<file path="src/rtl/div_unit.sv">
`default_nettype none
// ============================================================================
// Module   : div_unit
// Purpose  : Multi-cycle restoring radix-2 divider for DIV/DIVU issued from
//            the EX stage. It produces one quotient bit per cycle and holds
//            the pipeline with a stall request while a division is running.
//            The operation is abandoned if the issuing instruction is flushed.
// Ports    : clk        - system clock, rising edge
//            rst        - synchronous reset, active low
//            start      - EX holds a DIV/DIVU (held while stall is high)
//            signed_div - 1 = DIV (two's complement), 0 = DIVU
//            opa, opb   - dividend (rs) and divisor (rt)
//            annul      - flush of the issuing instruction
//            stall      - pipeline hold request (combinational)
//            ready      - one-cycle pulse, result valid
//            result     - {remainder (HI), quotient (LO)}
// Revision : 1.0 - initial release
// ============================================================================
module div_unit #(
  parameter int WIDTH = 32
) (
  input  logic               clk,
  input  logic               rst,
  input  logic               start,
  input  logic               signed_div,
  input  logic [WIDTH-1:0]   opa,
  input  logic [WIDTH-1:0]   opb,
  input  logic               annul,
  output logic               stall,
  output logic               ready,
  output logic [2*WIDTH-1:0] result
);

  localparam int CNT_W = (WIDTH > 1) ? $clog2(WIDTH) : 1;
  localparam logic [CNT_W-1:0] CNT_LAST = CNT_W'(WIDTH - 1);

  typedef enum logic [1:0] {
    IDLE = 2'd0,
    BUSY = 2'd1,
    DONE = 2'd2
  } state_t;

  state_t               state_q, state_d;
  logic [CNT_W-1:0]     cnt_q, cnt_d;
  logic [WIDTH:0]       prem_q, prem_d;      // partial remainder, one guard bit
  logic [WIDTH-1:0]     dvd_q, dvd_d;        // dividend in, quotient bits shift in at LSB
  logic [WIDTH-1:0]     divisor_q, divisor_d;
  logic                 qneg_q, qneg_d;
  logic                 rneg_q, rneg_d;
  logic                 ready_q, ready_d;
  logic [2*WIDTH-1:0]   result_q, result_d;

  logic [WIDTH:0]       shifted;
  logic [WIDTH:0]       trial;
  logic                 qbit;
  logic [WIDTH:0]       step_rem;
  logic [WIDTH-1:0]     step_dvd;
  logic [WIDTH-1:0]     opa_mag;
  logic [WIDTH-1:0]     opb_mag;

  // One restoring step: subtract the divisor from the shifted partial
  // remainder; a clear guard bit means the subtraction did not underflow.
  always_comb begin
    shifted  = {prem_q[WIDTH-1:0], dvd_q[WIDTH-1]};
    trial    = shifted - {1'b0, divisor_q};
    qbit     = ~trial[WIDTH];
    step_rem = qbit ? trial : shifted;
    step_dvd = {dvd_q[WIDTH-2:0], qbit};
    // Unsigned magnitude: the most negative value maps onto itself, which
    // is the correct unsigned magnitude.
    opa_mag  = (signed_div && opa[WIDTH-1]) ? -opa : opa;
    opb_mag  = (signed_div && opb[WIDTH-1]) ? -opb : opb;
  end

  always_comb begin
    state_d   = state_q;
    cnt_d     = cnt_q;
    prem_d    = prem_q;
    dvd_d     = dvd_q;
    divisor_d = divisor_q;
    qneg_d    = qneg_q;
    rneg_d    = rneg_q;
    ready_d   = 1'b0;
    result_d  = result_q;

    case (state_q)
      IDLE: begin
        if (start && !annul) begin
          qneg_d = signed_div & (opa[WIDTH-1] ^ opb[WIDTH-1]);
          rneg_d = signed_div & opa[WIDTH-1];
          if (opb == '0) begin
            // Divide by zero bypasses the datapath and the sign fix.
            result_d = {opa, {WIDTH{1'b1}}};
            ready_d  = 1'b1;
            state_d  = DONE;
          end else begin
            prem_d    = '0;
            dvd_d     = opa_mag;
            divisor_d = opb_mag;
            cnt_d     = '0;
            state_d   = BUSY;
          end
        end
      end

      BUSY: begin
        if (annul) begin
          state_d = IDLE;
        end else begin
          prem_d = step_rem;
          dvd_d  = step_dvd;
          cnt_d  = cnt_q + CNT_W'(1);
          if (cnt_q == CNT_LAST) begin
            // Final step: apply the sign fix while writing the result.
            result_d = {(rneg_q ? -step_rem[WIDTH-1:0] : step_rem[WIDTH-1:0]),
                        (qneg_q ? -step_dvd : step_dvd)};
            ready_d  = 1'b1;
            state_d  = DONE;
          end
        end
      end

      DONE: begin
        state_d = IDLE;
      end

      default: begin
        state_d = IDLE;
      end
    endcase
  end

  always_ff @(posedge clk) begin
    if (!rst) begin
      state_q   <= IDLE;
      cnt_q     <= '0;
      prem_q    <= '0;
      dvd_q     <= '0;
      divisor_q <= '0;
      qneg_q    <= 1'b0;
      rneg_q    <= 1'b0;
      ready_q   <= 1'b0;
      result_q  <= '0;
    end else begin
      state_q   <= state_d;
      cnt_q     <= cnt_d;
      prem_q    <= prem_d;
      dvd_q     <= dvd_d;
      divisor_q <= divisor_d;
      qneg_q    <= qneg_d;
      rneg_q    <= rneg_d;
      ready_q   <= ready_d;
      result_q  <= result_d;
    end
  end

  // Low in DONE so the instruction advances in the same cycle as ready.
  assign stall  = rst & (((state_q == IDLE) & start & ~annul) | (state_q == BUSY));
  assign ready  = ready_q;
  assign result = result_q;

endmodule
`default_nettype wire

</file>
<file path="config.mk">
export PLATFORM = sky130hd
export DESIGN_NAME = div_unit
export DESIGN_NICKNAME = d
export VERILOG_FILES = /design/src/rtl/div_unit.sv
export SDC_FILE = /design/constraint.sdc
export NUM_CORES = 1
export LEC_CHECK = 0
export ABC_AREA = 1
export BUFFER_PORTS_ARGS = -buffer_cell sky130_fd_sc_hd__buf_2
export CAP_MARGIN = 20
export CORE_MARGIN = 4
export CORE_UTILIZATION = 61
export CTS_CLUSTER_SIZE = 30
export DETAILED_ROUTE_END_ITERATION = 10
export MAX_ROUTING_LAYER = met4
export PLACE_DENSITY_LB_ADDON = 0.05
export SLEW_MARGIN = 20
export SYNTH_ARGS = -nofsm -noshare
export SYNTH_HDL_FRONTEND = slang
export SYNTH_SLANG_ARGS = --single-unit
export TNS_END_PERCENT = 20
</file>
<file path="constraint.sdc">
create_clock -name clk -period 5.11 [get_ports clk]
set_clock_uncertainty 0.15 [all_clocks]
set_input_delay 0.2555 -clock clk [delete_from_list [all_inputs] [get_ports clk]]
set_output_delay 0.2555 -clock clk [all_outputs]
set_load 0.05 [all_outputs]
</file>
### Word-level counts from Yosys, hierarchy flattened

Index checks and enable logic that the tools add are counted.

* bits in registers: 170
* output and inout port bits: 66
* bits of input ports: 69
* logic and storage cells: 77

* multiplexer cells: 32
* reduce and logical (&&, ||, !) cells: 12
* equality and inequality tests: 8
* bitwise operators: 10
* add/subtract/negate cells: 6

Operator list (number)
* two-way mux 32 bit: 11
* two-way mux 64 bit: 4
* negator 32 bit: 4
* case mux 32 bit (2 select lines): 2
* case mux 64 bit (2 select lines): 1
* subtractor 33 x 32 -> 33 bit: 1
* logical NOT 32 bit: 1
* two-way mux 5 bit: 3
* != test 2 bit (second input constant): 5
* case mux 5 bit (2 select lines): 1
* two-way mux 2 bit: 4
* adder 5 x 1 -> 5 bit (second input constant): 1
* bitwise AND 1 bit: 5
* == test 5 bit (second input constant): 1
* AND reduction 5 bit: 1
* two-way mux 1 bit: 4
* case mux 2 bit (2 select lines): 1
* AND reduction 2 bit: 2
* AND reduction 4 bit: 1
* logical AND 1 bit: 3
* != test 3 bit (second input constant): 1
* inverter 1 bit: 3
* AND reduction 3 bit: 1
* == test 2 x 1 -> 1 bit (second input constant): 1
* other kinds (6): 6

### Depth between registers and ports, before layout

* word-level depth: 7
* gate-level depth with buffers: 30
* mapped depth without buffers: 28

### Worst setup path before layout

OpenSTA, ideal clock, no wires.

* path type: flip-flop to flip-flop
* start: register dvd_q[31]
* end: register result_q[30] (netlist: result[30])
* required time: 4.843 ns
* period minus slack after synthesis: 3.892 ns
* arrival time: 3.625 ns
* path slack: 1.218 ns
* cell stages (with the launch flop): 30
* cells stage by stage: dfxtp_1 > inv_1 > ha_1 > inv_1 > fa_1 > nand2_1 > nand2_1 > nand3_1 > nand2_1 > nand2_1 > nand2_2 > nand2_4 > nand3_4 > nand2_8 > buf_8 > buf_8 > ha_1 > nand3_1 > nor3_1 > nand3_1 > inv_1 > nand3_1 > nor3_1 > nand3_1 > nor2_1 > a21oi_1 > nor2_1 > xor2_1 > o221ai_1 > inv_1

* longest elaborated chain between the ends: 7

Ends and longest elaborated chain
* start: declaration: RTL line 46 `logic [WIDTH-1:0] dvd_q, dvd_d;`
* start signal: assignment: RTL line 148 `dvd_q <= dvd_d;`
* subtractor 33 x 32 -> 33 bit: RTL line 65 `trial = shifted - {1'b0, divisor_q};`
* inverter 1 bit: RTL line 66 `qbit = ~trial[WIDTH];`
* negator 32 bit: RTL line 116 `(qneg_q ? -step_dvd : step_dvd)};`
* two-way mux 32 bit: RTL line 116
* two-way mux 64 bit: RTL line 113 `if (cnt_q == CNT_LAST) begin`
* two-way mux 64 bit: RTL line 107 `if (annul) begin`
* case mux 64 bit (2 select lines): RTL line 86 `case (state_q)`
* end signal: assignment: RTL line 153 `result_q <= result_d;`
* end: declaration: RTL line 51 `logic [2*WIDTH-1:0] result_q, result_d;`

Every way passes these cells. The select of a mux whose other input is x is not followed.
A chain may end at the register's enable or synchronous reset.

### Final worst setup path

* start: register divisor_q[1]
* end: register result_q[30] (netlist: result[30])

* longest elaborated chain between the ends: 7

Ends and longest elaborated chain
* start: declaration: RTL line 47 `logic [WIDTH-1:0] divisor_q, divisor_d;`
* start signal: assignment: RTL line 149 `divisor_q <= divisor_d;`
* subtractor 33 x 32 -> 33 bit: RTL line 65
* inverter 1 bit: RTL line 66
* negator 32 bit: RTL line 116
* two-way mux 32 bit: RTL line 116
* two-way mux 64 bit: RTL line 113
* two-way mux 64 bit: RTL line 107
* case mux 64 bit (2 select lines): RTL line 86

Every way passes these cells. The select of a mux whose other input is x is not followed.

==> out/qor.yml <==
status:
  status: "finished clean"
sta:
  rsz0062_at_grt: "false"
  tns_ns: 0
  finalHoldViolCount: 0
  min_period_ns: 4.53
  drv_slew: 0
  max_slew_margin_pct: 39.7
  finalSetupViolCount: 0
  hold_ws_ns: 0.0158
  fin_ws_ns: 0.576
  finalCritPeriodShare_pct: 88.7
  max_clock_freq_ghz: 0.221
  worst_slew_pin_slew_ns: 0.904
clock_tree:
  htreeDepth: 4
  ctsResizeCount: 0
  root_buffer: "clkbuf_16"
  clk_latency_ns: 0.44
  cts_inserted_buffers: 17
  clkSinkCount: 170
  cts_tree: "yes"
  clkTransAtPathRegs_ns: 0.08
  clk_path_buf_depth: 2
drt:
  ant_nets: 0
  first_iter_violations: 1428
  wire_per_inst_um: 17.1
  firstDrtPassIters: 8
  drc: 0
  routed_wl_um: 42700
  vias: 14400
  viasPerCell: 5.75
yosys:
  synth_ff_type: "dfxtp_1"
  synthArstFlopShare_pct: 0
  synth_top_cell_area_share_pct: 26.2
  ys_seq_elements: 170
  yosysUniqueCellTypes: 61
  synthesis.nets: 2225
  synthTopCellsByArea: "dfxtp_1, nand2_1, inv_1"
  yosysWarnings: 0
  yosysSeqAreaShare_pct: 26.2
  syn_area_mm2: 0.0130
  syn_avg_cell_area_um2: 6.14
  synth_top_area_cell: "dfxtp_1"
  synth_edf_count: 0
  syn_inst: 2117
floorplanning:
  fp-row-count: 53
  coreArea_mm2: 0.0210
  die_area_mm2: 0.0237
  io_pins: 135
  die_w_um: 154
  die_h_um: 154
  initial_core_util_pct: 62.0
cells_and_area:
  drive_gt1_share_pct: 13.2
  antenna-diode-count: 0
  final_cell_mix: "nand2_1, inv_1, a21oi_1, nor2_1, dfxtp_1"
  layout_commonest_cell: "nand2_1"
  area.growth.synth_to_final_pct: 11.3
  nets: 2318
pwr:
  p_leak_nw: 7.07
  ir_drop_v: 0.000200
  p_per_area_mw_per_mm2: 266
global_routing:
  grt_antenna_before_repair: 0
  grt_pass1_vias: 13200
  grt_overflow_total: 0
  grt_pass1_wl_um: 68300
  grt_usage_pct: 36.2
  grt_max_degree: 81
worst_setup_path:
  endpoint_kind: "flop"
  crit_type: "flop to flop"
  start_kind: "flop"
  rr_startpoint: "divisor_q[1]"
  crit_start: "divisor_q[1]"
  worstPathArrival_ns: 4.78
  crit_required_ns: 5.35
  critPathMaxFanout: 8
min_path:
  worstHoldPathType: "input port to flop"
  holdCritStartpoint: "opb[23]"
place:
  routabilityCongestion: 0.965
  hpwl_um: 31900
  pre_cts_slack_ns: 0.719
  port_buffers: 134
flow_run:
  max-cap-violations: 0
## per-stage QoR
| step | cells | power (mW) | util, % | instance area (µm²) |
|---|---|---|---|---|
| 6_report | 2498 | 3.84 | 69.0 | 14500 |
| 5_1_grt | 2498 | 4.00 | 69.0 | 14500 |
| 4_1_cts | 2498 | 3.81 | 69.0 | 14500 |
| 3_5_place_dp | 2450 | 2.49 | 65.4 | 13700 |
| 3_3_place_gp | 2450 | 2.48 | 65.4 | 13700 |
| 2_1_floorplan | 2117 | 2.21 | - | 13000 |
## final cells by class
cell class | instances | area (µm²)
tap | 275 | 344
sequential | 170 | 3400
multi-input combinational | 1585 | 8150
fill | 1957 | 6500
inverter | 271 | 1020
clock inverter | 15 | 174
timing repair buffer | 165 | 943
clock buffer | 17 | 425
## flip-flops by register name (all words and copies together) (netlist names)
register	count
cnt_q	5
divisor_q	32
dvd_q	32
prem_q	32
qneg_q	1
ready	1
result	64
rneg_q	1
state_q	2
## kinds of logic after synthesis
logic type	synth area share (%)
AO/OA/AOI/OAI	19.9
buffers and inverters	11.2
adder cells (fa/ha/maj)	3.81
flip-flops	26.2
AND/OR/NAND/NOR	35.0
XOR/XNOR	3.91
## final timing paths
path / end / cells past startpoint / slack (ns)
min reg2reg: result[5] / 2 / 0.31
max reg2reg: result[30] / 25 / 0.58
min: divisor_q[23] / 3 / 0.02
max: result[30] / 25 / 0.58
## worst max-delay path: stages (launching register included)
cell      delay [ns]
dfxtp_1         0.47
inv_1           0.13
fa_1            0.44
nand2_1         0.08
nand2_1         0.09
nand3_1         0.09
nand2_1         0.10
nand2_1         0.09
nand2_2         0.09
nand2_4         0.11
nand3_4         0.15
nand2_8         0.13
ha_1            0.16
nand3_1         0.12
nor3_1          0.28
nand3_1         0.15
inv_1           0.10
nand3_1         0.12
nor3_1          0.33
nand3_1         0.15
nor2_1          0.29
a21oi_1         0.15
nor2_1          0.14
xor2_1          0.16
o221ai_1        0.12
inv_1           0.09
## synthesized netlist by cell type (21+ instances only)
library cell  instances
a21oi_1             192
nand4_1              21
nand2_2              41
nand2_1             553
xnor2_1              24
nor3_1               37
inv_1               257
nor2_1              181
clkbuf_1             71
nand3_1             138
a31oi_1              30
ha_1                 38
xor2_1               34
dfxtp_1             170
o21ai_0             141
## power by group
group | internal, mW | total (mW) | switching, mW
clock network | 0.662 | 1.33 | 0.672
logic | 0.321 | 1.07 | 0.748
registers | 1.39 | 1.44 | 0.0509
total | 2.37 | 3.84 | 1.47
## metal layers
layer | up-vias | GRT usage [%] | share of wire, %
met1 | 6517 | 50.1 | 45
met2 | 645 | 54.1 | 44
met4 | 0 | 11.1 | 2.5
met5 | - | - | 0
met3 | 73 | 6.50 | 8.9
li1 | 7118 | - | -
## repair_timing
action / CTS / global route
endpoints found under the hold margin: 16 / 0
buffers inserted: 0 / 0
hold buffers: 16 / 0
Note: power is estimated with default switching activity, not from simulation.
